[src/rtl/icmp_pkg.sv]
// rtl/icmp_pkg.sv - shared constants and state encoding for the ICMP echo responder
package icmp_pkg;

  localparam logic [7:0]  ICMP_ECHO_REQ   = 8'd8;
  localparam logic [7:0]  ICMP_ECHO_REPLY = 8'd0;
  localparam int          IP_HDR_LEN      = 20;
  localparam int          ICMP_MIN_LEN    = 8;
  localparam logic [7:0]  IP_PROTO_ICMP   = 8'd1;
  localparam logic [15:0] CSUM_DELTA      = 16'h0800;

  typedef enum logic [1:0] {
    IDLE,
    HDR,
    PAY,
    DROP
  } state_e;

endpackage

[src/rtl/icmp_rate_limiter.sv]
// rtl/icmp_rate_limiter.sv - per-window reply budget, built only with ICMP_RATE_LIMIT_EN
`ifdef ICMP_RATE_LIMIT_EN
module icmp_rate_limiter #(
  parameter int RATE_WINDOW = 125000000,
  parameter int RATE_MAX    = 100
) (
  input  logic clk,
  input  logic rst,
  input  logic consume,
  output logic allow
);

  localparam int WIN_W = $clog2(RATE_WINDOW);
  localparam int BUD_W = $clog2(RATE_MAX + 1);

  logic [WIN_W-1:0] win_q;
  logic [BUD_W-1:0] budget_q;
  logic             wrap;

  assign wrap  = (win_q == WIN_W'(RATE_WINDOW - 1));
  // A wrap in this cycle refills the budget before the request is charged.
  assign allow = wrap || (budget_q != '0);

  always_ff @(posedge clk) begin
    if (rst) begin
      win_q    <= '0;
      budget_q <= BUD_W'(RATE_MAX);
    end else begin
      win_q <= wrap ? '0 : win_q + WIN_W'(1);
      if (wrap)
        budget_q <= consume ? BUD_W'(RATE_MAX - 1) : BUD_W'(RATE_MAX);
      else if (consume && budget_q != '0)
        budget_q <= budget_q - BUD_W'(1);
    end
  end

endmodule
`endif

[src/rtl/icmp_echo_responder.sv]
// rtl/icmp_echo_responder.sv - ICMP echo responder on the IP payload interfaces
// Reply rate limiting is compiled in when ICMP_RATE_LIMIT_EN is defined.
module icmp_echo_responder
  import icmp_pkg::*;
#(
  parameter int NUM_IP      = 4,
  parameter int CNT_W       = 24,
  parameter int TTL         = 64,
  parameter int RATE_WINDOW = 125000000,
  parameter int RATE_MAX    = 100
) (
  input  logic                 clk,
  input  logic                 rst,
  input  logic [32*NUM_IP-1:0] local_ip,
  input  logic [NUM_IP-1:0]    local_ip_en,
  input  logic                 s_ip_hdr_valid,
  output logic                 s_ip_hdr_ready,
  input  logic [15:0]          s_ip_length,
  input  logic [31:0]          s_ip_source_ip,
  input  logic [31:0]          s_ip_dest_ip,
  input  logic [7:0]           s_payload_tdata,
  input  logic                 s_payload_tvalid,
  output logic                 s_payload_tready,
  input  logic                 s_payload_tlast,
  output logic                 m_ip_hdr_valid,
  input  logic                 m_ip_hdr_ready,
  output logic [15:0]          m_ip_length,
  output logic [7:0]           m_ip_ttl,
  output logic [7:0]           m_ip_protocol,
  output logic [5:0]           m_ip_dscp,
  output logic [1:0]           m_ip_ecn,
  output logic [31:0]          m_ip_source_ip,
  output logic [31:0]          m_ip_dest_ip,
  output logic [7:0]           m_payload_tdata,
  output logic                 m_payload_tvalid,
  input  logic                 m_payload_tready,
  output logic                 m_payload_tlast,
  output logic                 m_payload_tuser,
  input  logic                 clear_counter,
  output logic [CNT_W-1:0]     echo_cnt,
  output logic [CNT_W-1:0]     drop_not_local_cnt,
  output logic [CNT_W-1:0]     drop_not_echo_cnt,
  output logic [CNT_W-1:0]     drop_runt_cnt,
  output logic [CNT_W-1:0]     drop_rate_cnt
);

  state_e           state_q;
  logic [2:0]       idx_q;
  logic             phase_q;
  logic [7:0]       hi_q;
  logic             hdr_valid_q;
  logic [15:0]      len_q;
  logic [31:0]      src_q, dst_q;
  logic [CNT_W-1:0] echo_q, not_local_q, not_echo_q, runt_q;

  logic accept, is_local, is_runt, is_echo, rate_ok, do_reply;
  logic s_hs, trunc;
  logic [16:0] sum17;
  logic [15:0] csum;

  always_comb begin
    is_local = 1'b0;
    for (int i = 0; i < NUM_IP; i++)
      if (local_ip_en[i] && local_ip[32*i +: 32] == s_ip_dest_ip) is_local = 1'b1;
  end

  assign accept         = (state_q == IDLE) && s_ip_hdr_valid && s_payload_tvalid;
  assign s_ip_hdr_ready = accept;
  assign is_runt        = s_ip_length < 16'(IP_HDR_LEN + ICMP_MIN_LEN);
  assign is_echo        = (s_payload_tdata == ICMP_ECHO_REQ);
  assign do_reply       = is_local && !is_runt && is_echo && rate_ok;

  // Type 8 -> 0 raises the checksum word by 0x0800 with end-around carry.
  assign sum17 = {1'b0, hi_q, s_payload_tdata} + {1'b0, CSUM_DELTA};
  assign csum  = sum17[15:0] + {15'd0, sum17[16]};

  always_comb begin
    m_payload_tdata  = s_payload_tdata;
    m_payload_tvalid = 1'b0;
    m_payload_tlast  = 1'b0;
    m_payload_tuser  = 1'b0;
    s_payload_tready = 1'b0;
    case (state_q)
      DROP: s_payload_tready = 1'b1;
      PAY: begin
        m_payload_tvalid = s_payload_tvalid;
        m_payload_tlast  = s_payload_tlast;
        s_payload_tready = m_payload_tready;
        if (idx_q <= 3'd2) m_payload_tuser = s_payload_tlast;
        if (idx_q == 3'd0) begin
          m_payload_tdata = ICMP_ECHO_REPLY;
        end else if (idx_q == 3'd2 && !s_payload_tlast) begin
          m_payload_tvalid = 1'b0;
          s_payload_tready = 1'b1;
        end else if (idx_q == 3'd3) begin
          if (!phase_q) begin
            m_payload_tdata  = csum[15:8];
            m_payload_tlast  = 1'b0;
            s_payload_tready = 1'b0;
          end else begin
            m_payload_tdata = csum[7:0];
          end
        end
      end
      default: ;
    endcase
  end

  assign s_hs  = s_payload_tvalid && s_payload_tready;
  assign trunc = (state_q == PAY) && s_hs && s_payload_tlast && (idx_q <= 3'd2);

  always_ff @(posedge clk) begin
    if (rst) begin
      state_q     <= IDLE;
      idx_q       <= '0;
      phase_q     <= 1'b0;
      hi_q        <= '0;
      hdr_valid_q <= 1'b0;
      len_q       <= '0;
      src_q       <= '0;
      dst_q       <= '0;
    end else begin
      case (state_q)
        IDLE: if (accept) begin
          len_q   <= s_ip_length;
          src_q   <= s_ip_source_ip;
          dst_q   <= s_ip_dest_ip;
          idx_q   <= '0;
          phase_q <= 1'b0;
          if (do_reply) begin
            state_q     <= HDR;
            hdr_valid_q <= 1'b1;
          end else begin
            state_q <= DROP;
          end
        end
        HDR: if (m_ip_hdr_ready) begin
          hdr_valid_q <= 1'b0;
          state_q     <= PAY;
        end
        PAY: begin
          if (idx_q == 3'd3 && !phase_q && s_payload_tvalid && m_payload_tready) phase_q <= 1'b1;
          if (s_hs) begin
            if (idx_q == 3'd2) hi_q <= s_payload_tdata;
            if (idx_q != 3'd4) idx_q <= idx_q + 3'd1;
            if (s_payload_tlast) state_q <= IDLE;
          end
        end
        DROP: if (s_hs && s_payload_tlast) state_q <= IDLE;
        default: state_q <= IDLE;
      endcase
    end
  end

  function automatic logic [CNT_W-1:0] sat_inc(input logic [CNT_W-1:0] c, input logic inc);
    return (inc && c != '1) ? c + CNT_W'(1) : c;
  endfunction

  always_ff @(posedge clk) begin
    if (rst || clear_counter) begin
      echo_q      <= '0;
      not_local_q <= '0;
      not_echo_q  <= '0;
      runt_q      <= '0;
    end else begin
      echo_q      <= sat_inc(echo_q, accept && do_reply);
      not_local_q <= sat_inc(not_local_q, accept && !is_local);
      not_echo_q  <= sat_inc(not_echo_q, accept && is_local && !is_runt && !is_echo);
      runt_q      <= sat_inc(runt_q, (accept && is_local && is_runt) || trunc);
    end
  end

`ifdef ICMP_RATE_LIMIT_EN
  logic             rate_allow;
  logic [CNT_W-1:0] rate_q;

  icmp_rate_limiter #(
    .RATE_WINDOW(RATE_WINDOW),
    .RATE_MAX   (RATE_MAX)
  ) u_rate (
    .clk    (clk),
    .rst    (rst),
    .consume(accept && do_reply),
    .allow  (rate_allow)
  );

  assign rate_ok = rate_allow;

  always_ff @(posedge clk) begin
    if (rst || clear_counter)
      rate_q <= '0;
    else
      rate_q <= sat_inc(rate_q, accept && is_local && !is_runt && is_echo && !rate_ok);
  end

  assign drop_rate_cnt = rate_q;
`else
  logic unused_rate;
  assign rate_ok       = 1'b1;
  assign drop_rate_cnt = '0;
  assign unused_rate   = ^{RATE_WINDOW[0], RATE_MAX[0]};
`endif

  assign m_ip_hdr_valid     = hdr_valid_q;
  assign m_ip_length        = len_q;
  assign m_ip_ttl           = 8'(TTL);
  assign m_ip_protocol      = IP_PROTO_ICMP;
  assign m_ip_dscp          = '0;
  assign m_ip_ecn           = '0;
  assign m_ip_source_ip     = dst_q;
  assign m_ip_dest_ip       = src_q;
  assign echo_cnt           = echo_q;
  assign drop_not_local_cnt = not_local_q;
  assign drop_not_echo_cnt  = not_echo_q;
  assign drop_runt_cnt      = runt_q;

endmodule

[config.mk]
export PLATFORM = sky130hd
export DESIGN_NAME = icmp_echo_responder
export DESIGN_NICKNAME = d
export VERILOG_FILES = /design/src/rtl/icmp_pkg.sv /design/src/rtl/icmp_rate_limiter.sv /design/src/rtl/icmp_echo_responder.sv
export SDC_FILE = /design/constraint.sdc
export NUM_CORES = 1
export LEC_CHECK = 0
export BUFFER_PORTS_ARGS = -buffer_cell sky130_fd_sc_hd__clkbuf_2
export CAP_MARGIN = 20
export CORE_AREA = 3 3 180 182
export DETAILED_ROUTE_END_ITERATION = 8
export DIE_AREA = 0 0 183 185
export HOLD_SLACK_MARGIN = 0.08
export MAX_ROUTING_LAYER = met4
export PLACE_DENSITY = 0.66
export SETUP_SLACK_MARGIN = 0.4
export SYNTH_ARGS = -nofsm -noshare
export SYNTH_HDL_FRONTEND = slang
export SYNTH_SLANG_ARGS = --single-unit
[constraint.sdc]
create_clock -name clk -period 3.2 [get_ports clk]
set_input_delay 0.32 -clock clk [delete_from_list [all_inputs] [get_ports clk]]
set_output_delay 0.32 -clock clk [all_outputs]
set_load 0.1 [all_outputs]
==> metrics.yaml <==
outcome:
  status: "complete, no violations"
timing:
  drv_slew: 0
  worst_pin_slew_ns: 1.031
  hold_viol_final: 0
  skew_ns: 0.01670
  rsz0062_at_grt: "true"
  finalCritPeriodShare: 0.9672
  whs_ns: 0.09835
  setup_violations: 0
  fmax_mhz: 323.1
  min_period_ns: 3.095
  slew_headroom: 0.3124
die:
  die_w_um: 183
  pin_count: 466
  core_area_um2: 30750
  die_y_um: 185
  die_area_um2: 33860
  initial_core_util: 0.3566
  fp-row-count: 64
setup_path:
  startpoint_type: "flip-flop"
  ff2ff_path_depth: 9
  worst_setup_path_end_kind: "primary output"
  arrival_ns: 2.78
  r2r_start: "drop_not_local_cnt[5]$_SDFFE_PP0P_"
  r2r-end: "drop_not_local_cnt[23]$_SDFFE_PP0P_"
  cp_data_required_time_ns: 2.88
  path_max_fanout: 4
  rrSetupSlack_ns: 0.56
  crit_type: "reg2out"
cells_and_area:
  area_growth_pct: 35.35
  nFillCells: 3061
  nets: 2051
  multi_input_area_um2: 6893
  regArea_um2: 3936
  drive_above_1_share: 0.3635
  final_cells: 2225
global_routing:
  grt_pass1_wl_um: 63850
  grt_overflow: 0
  antenna_found_initial: 6
  track_usage: 0.2502
  grt_pass1_vias: 11240
  grt_max_degree: 93
placed_design:
  gp_congestion: 1.009
  place_inst: 2160
  portBuffers: 417
  dp_hpwl_um: 34430
logic_synthesis:
  syn_area_um2: 10970
  synth_top_area_share: 0.3487
  yosysTopAreaCell: "dfxtp_1"
  async_reset_ff_frac: 0
  ys.flop_type: "dfxtp_1"
  yosysWarnings: 0
  synth.avg_cell_area_um2: 7.827
  syn_inst: 1401
  yosysSeqAreaShare: 0.3487
  ys_top_cells_by_area: "dfxtp_1, xor2_1, nand2_1, a21oi_1, buf_4"
  synth_edf_count: 0
  yosysUniqueCellTypes: 57
  ys_ff_latch: 191
clocking:
  htreeDepth: 4
  clk_pin_slew_ns: 0.08
  clk_path_buf_depth: 2
  numCtsBuffers: 17
  root_buffer: "clkbuf_16"
  clock_sinks: 191
  insertion_delay_ns: 0.44
  cts_tree: "built"
routing:
  antenna_left: 0
  first_iter_violations: 691
  viasPerCell: 5.252
  avgRoutedWirePerCell_um: 19.66
  vias: 11690
  first_pass_iters: 5
  finalWirelength_um: 43750
  drc: 0
min_path:
  holdPathEnd: "m_ip_length[1]$_SDFFE_PP0P_"
  hp-start: "s_ip_length[1]"
  hold_class: "in2reg"
  hold_path_depth: 3
power_and_ir_drop:
  powerDensity_nw_per_um2: 423.6
  max-vdd-ir-drop_mv: 0.3355
  p_leak_nw: 5.958
flow_run:
  cap_violations: 0
-- cell usage after synthesis, types with 2 or more instances --
master / n
nor4b_1: 2
o21ai_0: 39
nand3_1: 45
conb_1: 2
nand2_1: 234
a2111oi_2: 2
or2_2: 4
nor4b_2: 2
a311oi_1: 3
a22o_1: 7
buf_1: 5
nor3_1: 19
o31ai_1: 21
nand4b_1: 5
ha_1: 12
a21oi_1: 156
nor2_1: 60
buf_4: 50
o211ai_1: 2
nor4_1: 59
nand2b_1: 6
or3b_1: 4
xor2_1: 129
nand3b_1: 6
a21bo_2: 3
and4_1: 6
o41ai_1: 10
xnor2_1: 28
inv_1: 21
buf_2: 37
o311ai_0: 4
or4_1: 25
and3_1: 12
nor2b_1: 2
nand4_1: 36
or3_1: 48
dfxtp_1: 191
mux2i_1: 20
a31o_2: 4
nand3_2: 2
o21ai_1: 3
and2_1: 6
clkbuf_1: 54
a21o_1: 2
-- metal layers --
metal | vias up | global-route usage | routed length [um]
met5 | - | - | 0
met4 | 0 | 0.1121 | 2065
met3 | 105 | 0.05165 | 3034
met2 | 468 | 0.4275 | 21430
met1 | 5449 | 0.2836 | 17210
li1 | 5663 | - | -
-- worst max-delay path by stage --
stage,from,end,slack [ns],depth (start not counted)
2_1_floorplan,drop_runt_cnt[3]$_SDFFE_PP0P_,drop_runt_cnt[1]$_SDFFE_PP0P_,0.40,9
3_3_place_gp,s_ip_dest_ip[19],drop_runt_cnt[18]$_SDFFE_PP0P_,-0.24,11
3_5_place_dp,s_ip_dest_ip[20],drop_runt_cnt[18]$_SDFFE_PP0P_,-0.17,11
4_1_cts,hi_q[5]$_SDFFE_PP0P_,m_payload_tdata[7],0.09,12
5_1_grt,hi_q[5]$_SDFFE_PP0P_,m_payload_tdata[6],-0.04,13
6_report,hi_q[5]$_SDFFE_PP0P_,m_payload_tdata[6],0.10,13
-- layout by cell type, fill, tap and decap left out, types with 18 or more instances in the layout --
master,instances
clkbuf_2,396
nand2_1,232
a21oi_1,154
dfxtp_1,129
xor2_1,124
buf_4,69
nor2_1,54
or3_1,48
conb_1,48
dfxtp_2,48
nor4_1,42
nand3_1,40
nand4_1,36
o21ai_0,34
xnor2_1,26
or4_1,23
o31ai_1,21
inv_1,20
mux2i_1,20
clkbuf_16,18
-- final cells by class --
cell class              count  area share
inverters                  21    0.005311
flip-flops and latches    191      0.2652
clock buffers              18     0.02892
repair buffers            491      0.1900
clock inverters            14     0.01189
multi-input cells        1089      0.4644
diodes                      5   0.0008430
well taps                 396     0.03338
-- per-stage QoR --
stage / total power, W / setup TNS (ns) / utilization / instance area (um^2) / setup WS [ns]
detailed placement: 0.004062 / -2.213 / 0.4404 / 13540 / -0.1652
global placement: 0.004066 / -2.706 / 0.4402 / 13540 / -0.2407
floorplan: 0.003685 / 0 / - / 11300 / 0.4007
global route: 0.006524 / -0.03940 / 0.4827 / 14840 / -0.03940
finish: 0.006286 / 0 / 0.4827 / 14840 / 0.1050
CTS: 0.006303 / 0 / 0.4703 / 14460 / 0.08971
-- logic make-up (layout without fill, tap and decap cells) --
family,after synthesis,after routing,synth area share
simple gates,588,588,0.2723
mux,21,21,0.01928
other cells,2,53,0.0006849
flops,191,191,0.3487
buf+inv,167,544,0.07850
compound gates,263,263,0.1415
xor+xnor,157,157,0.1254
fa+ha+maj,12,12,0.01369
-- power breakdown --
group	internal, W	total [W]	switching, W
combinational	0.000358	0.00162	0.00126
clock	0.00118	0.00222	0.00104
sequential	0.00242	0.00245	0.0000303
total	0.00396	0.00629	0.00233
-- worst max-delay path, cell delays in order (launching register included) --
cell,delay (ns)
dfxtp_4,0.37
nand3_4,0.08
nor2_4,0.11
ha_4,0.16
ha_4,0.13
nand3_2,0.06
or2_4,0.26
o41ai_2,0.27
a21oi_1,0.13
xnor2_1,0.14
nor2_1,0.14
a21oi_2,0.05
a22o_4,0.27
buf_12,0.16
-- flip-flops by register name, indices dropped and copies added (netlist names) --
register / cells
m_ip_source_ip: 32
echo_cnt: 24
m_ip_length: 16
drop_runt_cnt: 24
m_ip_dest_ip: 32
idx_q: 3
hi_q: 8
drop_not_echo_cnt: 24
phase_q: 1
drop_not_local_cnt: 24
state_q: 2
m_ip_hdr_valid: 1
-- timing repair --
| item | 4_1_cts | 5_1_grt |
|---|---|---|
| endpoints found under the hold margin | 4 | 0 |
| pin swaps | 19 | 40 |
| resized for setup | 44 | 66 |
| cloned | 0 | 1 |
| setup buffers | 12 | 11 |
| setup endpoints to repair | 28 | 53 |
| hold buffers | 4 | 0 |
Power figures use the tool's default switching activity.
